==> src/rtl/or1200_except_vec_pkg.sv <==
// Shared types and constants for the exception vector unit: FSM states, exception codes,
// supervision-register bit positions and reset/base constants.
package or1200_except_vec_pkg;

  typedef enum logic [1:0] {
    StIdle,
    StSave,
    StIssue,
    StRfe
  } state_e;

  typedef enum logic [3:0] {
    ExcNone     = 4'h0,
    ExcReset    = 4'h1,
    ExcBusErr   = 4'h2,
    ExcDpf      = 4'h3,
    ExcIpf      = 4'h4,
    ExcTick     = 4'h5,
    ExcAlign    = 4'h6,
    ExcIllegal  = 4'h7,
    ExcInt      = 4'h8,
    ExcDtlbMiss = 4'h9,
    ExcItlbMiss = 4'ha,
    ExcRange    = 4'hb,
    ExcSyscall  = 4'hc,
    ExcFpu      = 4'hd,
    ExcTrap     = 4'he
  } except_type_e;

  localparam int unsigned SrSm  = 0;
  localparam int unsigned SrTee = 1;
  localparam int unsigned SrIee = 2;
  localparam int unsigned SrDme = 5;
  localparam int unsigned SrIme = 6;
  localparam int unsigned SrDsx = 13;
  localparam int unsigned SrEph = 14;

  // Bits forced on / forced off when entering a handler.
  localparam logic [15:0] SrSetMask = 16'h0001;
  localparam logic [15:0] SrClrMask = 16'h2066;

  localparam logic [15:0] EsrRst  = 16'h8001;
  localparam logic [31:0] EphBase = 32'hF000_0000;

endpackage

==> src/rtl/or1200_except_vec_if.sv <==
// Vector handshake between the exception unit (master) and the PC generator (slave).
interface or1200_except_vec_if;

  logic        vec_valid_o;
  logic [31:0] vec_addr_o;
  logic        genpc_ready_i;

  modport master (
    output vec_valid_o,
    output vec_addr_o,
    input  genpc_ready_i
  );

  modport slave (
    input  vec_valid_o,
    input  vec_addr_o,
    output genpc_ready_i
  );

endinterface

==> src/rtl/or1200_except_vec_sr.sv <==
// Combinational SR value written on handler entry: supervisor mode on, interrupts,
// tick timer, MMUs and delay-slot flag off, everything else kept from the saved SR.
module or1200_except_vec_sr
  import or1200_except_vec_pkg::*;
(
  input  logic [15:0] esr_i,
  output logic [15:0] sr_o
);

  assign sr_o = (esr_i | SrSetMask) & ~SrClrMask;

endmodule

==> src/rtl/or1200_except_vec.sv <==
// Exception vector unit: saves context, rewrites SR, offers the handler vector, and
// restores SR on l.rfe. Define OR1200_EXCEPT_VEC_EPH_EN to honour SR.EPH (high vector base).
module or1200_except_vec
  import or1200_except_vec_pkg::*;
(
  input  logic                        clk,
  input  logic                        rst,
  input  logic                        except_start,
  input  logic [3:0]                  except_type,
  input  logic [31:0]                 epcr_i,
  input  logic [31:0]                 eear_i,
  input  logic [15:0]                 sr_i,
  input  logic                        rfe_i,
  or1200_except_vec_if.master         vec,
  output logic [31:0]                 epcr_o,
  output logic [31:0]                 eear_o,
  output logic [15:0]                 esr_o,
  output logic                        sr_we_o,
  output logic [15:0]                 sr_o,
  output logic                        busy_o,
  output logic                        overrun_o
);

  state_e      state_q, state_d;
  logic [31:0] epcr_q, epcr_d, eear_q, eear_d;
  logic [15:0] esr_q, esr_d;
  logic [3:0]  type_q, type_d;
  logic        overrun_q, overrun_d;
  logic [15:0] sr_save;
  logic [31:0] base;
  logic        take_exc;

  or1200_except_vec_sr u_sr (
    .esr_i (esr_q),
    .sr_o  (sr_save)
  );

  assign take_exc = except_start && (except_type != ExcNone);

  always_ff @(posedge clk) begin
    if (rst) begin
      state_q   <= StIdle;
      epcr_q    <= '0;
      eear_q    <= '0;
      esr_q     <= EsrRst;
      type_q    <= '0;
      overrun_q <= 1'b0;
    end else begin
      state_q   <= state_d;
      epcr_q    <= epcr_d;
      eear_q    <= eear_d;
      esr_q     <= esr_d;
      type_q    <= type_d;
      overrun_q <= overrun_d;
    end
  end

  always_comb begin
    state_d   = state_q;
    epcr_d    = epcr_q;
    eear_d    = eear_q;
    esr_d     = esr_q;
    type_d    = type_q;
    overrun_d = overrun_q;
    unique case (state_q)
      StIdle: begin
        if (take_exc) begin
          state_d = StSave;
          epcr_d  = epcr_i;
          eear_d  = eear_i;
          esr_d   = sr_i;
          type_d  = except_type;
        end else if (rfe_i && !except_start) begin
          state_d = StRfe;
        end
      end
      StSave:  state_d = StIssue;
      StIssue: if (vec.genpc_ready_i) state_d = StIdle;
      StRfe:   state_d = StIdle;
      default: state_d = StIdle;
    endcase
    // A start arriving while busy cannot be serviced; remember it until reset.
    if (except_start && (state_q != StIdle)) overrun_d = 1'b1;
  end

`ifdef OR1200_EXCEPT_VEC_EPH_EN
  assign base = esr_q[SrEph] ? EphBase : 32'h0;
`else
  assign base = 32'h0;
`endif

  always_comb begin
    vec.vec_valid_o = 1'b0;
    vec.vec_addr_o  = '0;
    sr_we_o         = 1'b0;
    sr_o            = '0;
    unique case (state_q)
      StSave: begin
        sr_we_o = 1'b1;
        sr_o    = sr_save;
      end
      StIssue: begin
        vec.vec_valid_o = 1'b1;
        vec.vec_addr_o  = base | {20'h0, type_q, 8'h00};
      end
      StRfe: begin
        sr_we_o = 1'b1;
        sr_o    = esr_q;
      end
      default: ;
    endcase
  end

  assign epcr_o    = epcr_q;
  assign eear_o    = eear_q;
  assign esr_o     = esr_q;
  assign busy_o    = (state_q != StIdle);
  assign overrun_o = overrun_q;

endmodule

==> src/flat_wrapper.sv <==
// flat-port wrapper written by rule: the top's interface ports become plain ports
module or1200_except_vec_flat import or1200_except_vec_pkg::*;
  (clk, rst, except_start, except_type, epcr_i, eear_i, sr_i, rfe_i, epcr_o, eear_o, esr_o, sr_we_o, sr_o, busy_o, overrun_o, vec_vec_valid_o, vec_vec_addr_o, vec_genpc_ready_i);
  or1200_except_vec_if vec_i ();
  input  logic clk;
  input  logic rst;
  input  logic except_start;
  input  logic [3:0] except_type;
  input  logic [31:0] epcr_i;
  input  logic [31:0] eear_i;
  input  logic [15:0] sr_i;
  input  logic rfe_i;
  output logic [31:0] epcr_o;
  output logic [31:0] eear_o;
  output logic [15:0] esr_o;
  output logic sr_we_o;
  output logic [15:0] sr_o;
  output logic busy_o;
  output logic overrun_o;
  output wire logic [$bits(vec_i.vec_valid_o)-1:0] vec_vec_valid_o;
  output wire logic [$bits(vec_i.vec_addr_o)-1:0] vec_vec_addr_o;
  input wire logic [$bits(vec_i.genpc_ready_i)-1:0] vec_genpc_ready_i;
  assign vec_vec_valid_o = vec_i.vec_valid_o;
  assign vec_vec_addr_o = vec_i.vec_addr_o;
  assign vec_i.genpc_ready_i = vec_genpc_ready_i;
  or1200_except_vec u_core (.clk(clk), .rst(rst), .except_start(except_start), .except_type(except_type), .epcr_i(epcr_i), .eear_i(eear_i), .sr_i(sr_i), .rfe_i(rfe_i), .vec(vec_i), .epcr_o(epcr_o), .eear_o(eear_o), .esr_o(esr_o), .sr_we_o(sr_we_o), .sr_o(sr_o), .busy_o(busy_o), .overrun_o(overrun_o));
endmodule
==> config.mk <==
export PLATFORM = sky130hd
export DESIGN_NAME = or1200_except_vec_flat
export DESIGN_NICKNAME = d
export VERILOG_FILES = /design/src/rtl/or1200_except_vec_pkg.sv /design/src/rtl/or1200_except_vec_if.sv /design/src/rtl/or1200_except_vec_sr.sv /design/src/rtl/or1200_except_vec.sv /design/src/flat_wrapper.sv
export SDC_FILE = /design/constraint.sdc
export NUM_CORES = 1
export LEC_CHECK = 0
export ABC_CLOCK_PERIOD_IN_PS = 1800
export CORE_MARGIN = 1
export CORE_UTILIZATION = 41
export CTS_BUF_LIST = sky130_fd_sc_hd__clkbuf_4
export DETAILED_ROUTE_END_ITERATION = 10
export PLACE_DENSITY = 0.89
export SYNTH_ARGS = -nofsm -noshare
export SYNTH_HDL_FRONTEND = slang
export SYNTH_SLANG_ARGS = --single-unit
==> constraint.sdc <==
create_clock -name clk -period 1.8 [get_ports clk]
set_input_delay 0.45 -clock clk [delete_from_list [all_inputs] [get_ports clk]]
set_output_delay 0.45 -clock clk [all_outputs]
set_load 0.05 [all_outputs]
### Word-level counts from Yosys, hierarchy flattened

Index checks and enable logic that the tools add are counted.

| word-level totals | value |
|---|---|
| input port bits | 89 |
| word-level logic and storage cells | 29 |
| register bits after elaboration | 87 |

| operators by class | value |
|---|---|
| reduce and logical (&&, ||, !) cells | 10 |
| equality and inequality tests | 5 |
| multiplexer cells | 8 |

Operator list:

| operator | count |
|---|---|
| one-hot mux 16 bit (2 select lines) | 1 |
| two-way mux 12 bit | 1 |
| one-hot mux 2 bit (4 select lines) | 1 |
| two-way mux 2 bit | 3 |
| == test 2 bit (second input constant) | 2 |
| AND reduction 2 bit | 2 |
| nonzero test 4 bit | 1 |
| logical AND 1 bit | 3 |
| != test 3 x 1 -> 1 bit (second input constant) | 1 |
| == test 2 x 1 -> 1 bit (second input constant) | 1 |
| zero test 2 bit | 1 |
| two-way mux 1 bit | 2 |
| != test 2 bit (second input constant) | 1 |
| nonzero test 2 bit | 1 |
| OR reduction 2 bit | 1 |
| zero test 1 bit | 1 |

### Longest topological paths before layout

| depth | value |
|---|---|
| word-level depth | 5 |
| depth in mapped cells | 5 |

### By module

From an unflattened synthesis, not the netlist that was laid out.

| unflattened totals | value |
|---|---|
| cells, all modules | 464 |
| area total of the unflattened synthesis | 4584.4 um2 |

By module, submodules not included:

| module | cells each | area an instance (um2) | seq. area each (um2) | times used |
|---|---|---|---|---|
| or1200_except_vec | 446 | 4456.8 | 1741.7 | 1 |
| or1200_except_vec_sr | 18 | 127.6 | 0.0 | 1 |

### Worst setup path after synthesis

No wires, ideal clock.

| timing | value |
|---|---|
| kind | flip-flop to output port |
| start | register u_core.esr_q[0] (netlist: u_core.esr_o[0]) |
| end | output sr_o[0] |
| data arrival time | 1.853 ns |
| path slack | -0.503 ns |
| required time | 1.350 ns |
| cell stages (with the launch flop) | 3 |
| cell sequence | dfxtp_1 inv_1 a21boi_0 |

| on the way | value |
|---|---|
| word-level cells in the longest chain between the ends | 1 |

Ends and longest elaborated chain:

| what | RTL line | RTL |
|---|---|---|
| from (decl) | or1200_except_vec.sv:26 | `logic [15:0] esr_q, esr_d;` |
| from (signal assigned) | or1200_except_vec.sv:45 | `esr_q <= EsrRst;` |
| from (signal assigned) | or1200_except_vec.sv:52 | `esr_q <= esr_d;` |
| one-hot mux 16 bit (2 select lines) | or1200_except_vec.sv:97 | `unique case (state_q)` |
| to (decl) | flat_wrapper.sv:17 | `output logic [15:0] sr_o;` |

No other way between the ends.

### Worst setup path after layout

| timing | value |
|---|---|
| start | register u_core.state_q[0] |
| end | output vec_vec_addr_o[11] |

| on the way | value |
|---|---|
| word-level cells in the longest chain between the ends | 2 |

Ends and longest elaborated chain:

| what | RTL line | RTL |
|---|---|---|
| from (decl) | or1200_except_vec.sv:24 | `state_e state_q, state_d;` |
| from (signal assigned) | or1200_except_vec.sv:42 | `state_q <= StIdle;` |
| from (signal assigned) | or1200_except_vec.sv:49 | `state_q <= state_d;` |
| == test 2 bit | or1200_except_vec.sv:97 |  |
| two-way mux 12 bit | or1200_except_vec.sv:97 |  |
| to (decl) | flat_wrapper.sv:21 | `output wire logic [$bits(vec_i.vec_addr_o)-1:0] vec_vec_addr_o;` |

No other way between the ends.

==> impl_metrics.yaml <==
layout:
  area_growth_pct: 50.86
  mostFrequentLayoutCell: "nand2b_1"
  stdcell_count: 759
  diodes: 0
  utilization_pct: 64.91
  final_nets: 710
  drive_gt1_share_pct: 25.56
  layout_common_cells: "157 x nand2b_1, 94 x buf_4, 87 x clkdlybuf4s50_1, 85 x dfxtp_1, 80 x mux2i_1"
  fin_area_um2: 6461
clocking:
  cts.htree.levels: 3
  cts_root_buf: "clkbuf_4"
  cts_tree: "built"
  cts.sinks: 87
  cts_inserted_buffers: 9
  insertion_delay_ps: 410
  cts_buffer_depth: 2
  cts.clk_slew.worst_paths_ps: 140
worst_setup_path:
  rr_worst_depth: 7
  cp-end-kind: "output pin"
  crit_type: "flop to output pin"
  crit_slowest_cell: "dfxtp_4"
  start_kind: "flop"
  required_ps: 1350
  cp.arrival_ps: 1390
  max_stage_delay_ps: 380
  crit_buf_inv: 2
  worstPathCellList: "buf_12 -> nor2b_4 -> and2_4 -> buf_8"
  worst-path-max-fanout: 10
  crit_family: "flip-flops"
  path_depth: 4
power:
  clkPwrFrac_pct: 21.3
  switching_share_pct: 36.02
  p_seq_share_pct: 42.6
  power.density_nw_per_um2: 796.8
  worst_ir_drop_vdd_mv: 0.4298
  p_sw_mw: 1.854
  leakagePower_nw: 2.759
  p_comb_share_pct: 36.1
  p_int_mw: 3.294
detailed_routing:
  wirelength_um: 10240
  wl_per_cell_um: 13.49
  vias: 3437
  drt_iter0_drc: 80
  drt-vias-per-instance: 4.528
  drcViolationCount: 0
  ant_nets: 0
  dr.pass1.iters: 4
logic_synthesis:
  netlist-cell-type-count: 22
  yosysSeqAreaShare_pct: 40.67
  synth-seq-cells: 87
  synthDominantCellAreaShare_pct: 40.67
  yosysTopAreaCell: "dfxtp_1"
  synth_cells: 429
  yosys-top-cells-area: "dfxtp_1 41%, nand2b_1 23%, mux2i_1 19%"
  yosys_warnings: 0
  synth_area_per_cell_um2: 9.983
  syn_area_um2: 4283
grt:
  grt_usage_pct: 18.16
  grt_max_degree: 168
  grt_use_met2_pct: 32.52
  busiest_layer: "met2"
  grt_pass1_vias: 3271
  grt_overflow_total: 0
  grt_use_met1_pct: 21.14
  grt_antenna_before_repair: 0
  grt_pass1_wl_um: 15950
  use_met3_pct: 4.135
sta:
  final.setup.tns_ps: -168.9
  rsz0062_at_grt: "true"
  fmaxAchievable_ghz: 0.5430
  setup_viol: 5
  finClkSkew_ps: 19.68
  whs_ps: 484.1
  setup_ws_ps: -41.64
  hold_viol_final: 0
  final-max-slew-violation-count: 0
  finalCriticalPeriod_ps: 1842
  period_share_pct: 102.3
min_path:
  min_path_cells: 2
  hold_path_class: "flop to flop"
floorplanning:
  dieArea_um2: 10860
  core_area_um2: 9955
  rows: 36
  die_width_um: 104.2
  fp.dieH_um: 104.2
  initial_core_util_pct: 43.02
  ioPinCount: 221
outcome:
  violations: "setup timing"
  status: "finished with violations"
placement:
  place_congestion: 0.7048
  placedCellCount: 735
  dpl_cell_area_um2: 6126
  dp_hpwl_um: 7445
  portBuffers: 192
flow_run:
  maxCapViolations: 0
stage by stage:
step                setup WS [ps]  power [mW]
finish                     -41.64       5.148
CTS                        -80.16       5.165
global route               -129.6       5.368
global placement           -151.5       3.984
detailed placement         -179.3       4.018
floorplan                  -139.4       3.486
layer usage:
metal | wire [um] | share of wire [%]
met4 | 166 | 1.6
met1 | 4164 | 41
met5 | 0 | 0
met2 | 5311 | 52
met3 | 594 | 5.8
repair_timing:
item                                    in CTS  in global routing
pin swaps                                    5                  2
endpoints found under the hold margin        0                  0
cloned                                       0                  0
hold buffers                                 0                  0
endpoints found under the setup margin      22                 20
resized for setup                           28                  7
setup buffers                                4                  4
synth_stat cells:
master,number
inv_2,1
a21boi_0,1
o41ai_4,1
clkbuf_1,21
dfxtp_1,87
a21oi_1,5
nand3_1,4
nor2_8,1
a211oi_1,2
nor2_1,5
mux2i_1,80
and2_1,14
buf_4,28
inv_1,1
nor2b_1,1
and3_1,5
nor2_4,1
buf_12,8
conb_1,1
o21ai_0,4
nand2b_1,157
o21a_1,1
path summary, 6_finish.rpt:
kind | end | from | slack (ps)
min reg2reg | u_core.eear_o[14] | u_core.eear_o[14] | 480
max | vec_vec_addr_o[11] | u_core.state_q[0] | -40
min | u_core.eear_o[14] | u_core.eear_o[14] | 480
max reg2reg | u_core.eear_o[6] | u_core.state_q[0] | 120
kinds of logic (layout without fill, tap and decap cells):
group	after synthesis	count (layout)	synth area share, %
mux	80	80	18.70
other cells	1	28	0.08756
simple gates	188	188	27.49
compound gates	14	14	2.396
flops	87	87	40.67
buf+inv	59	229	10.66
worst min-delay path: stages (launching register included):
cell      delay, ps
dfxtp_1         330
nand2b_1         60
mux2i_1          60
final cells by class:
class,count,area [um^2]
clock buffers,11,82.58
inverters,2,12.51
well taps,133,166.4
flip-flops and latches,87,1749
fillers,805,3493
clock inverters,5,58.81
multi-input cells,310,2240
repair buffers,211,2152
power by group through the flow:
| stage | combinational, mW | clock [mW] | sequential (mW) |
|---|---|---|---|
| finish | 1.86 | 1.09 | 2.19 |
| global route | 1.94 | 1.21 | 2.21 |
| CTS | 1.84 | 1.13 | 2.19 |
| detailed placement | 1.79 | 0 | 2.23 |
| global placement | 1.76 | 0 | 2.23 |
| floorplan | 0.768 | 0 | 2.72 |
flip-flops by register name, indices dropped and copies added, names as in the netlist:
signal            flops
u_core.state_q        2
u_core.type_q         4
u_core.overrun_o      1
u_core.eear_o        32
u_core.epcr_o        32
u_core.esr_o         16
(Power assumes the default switching activity.)
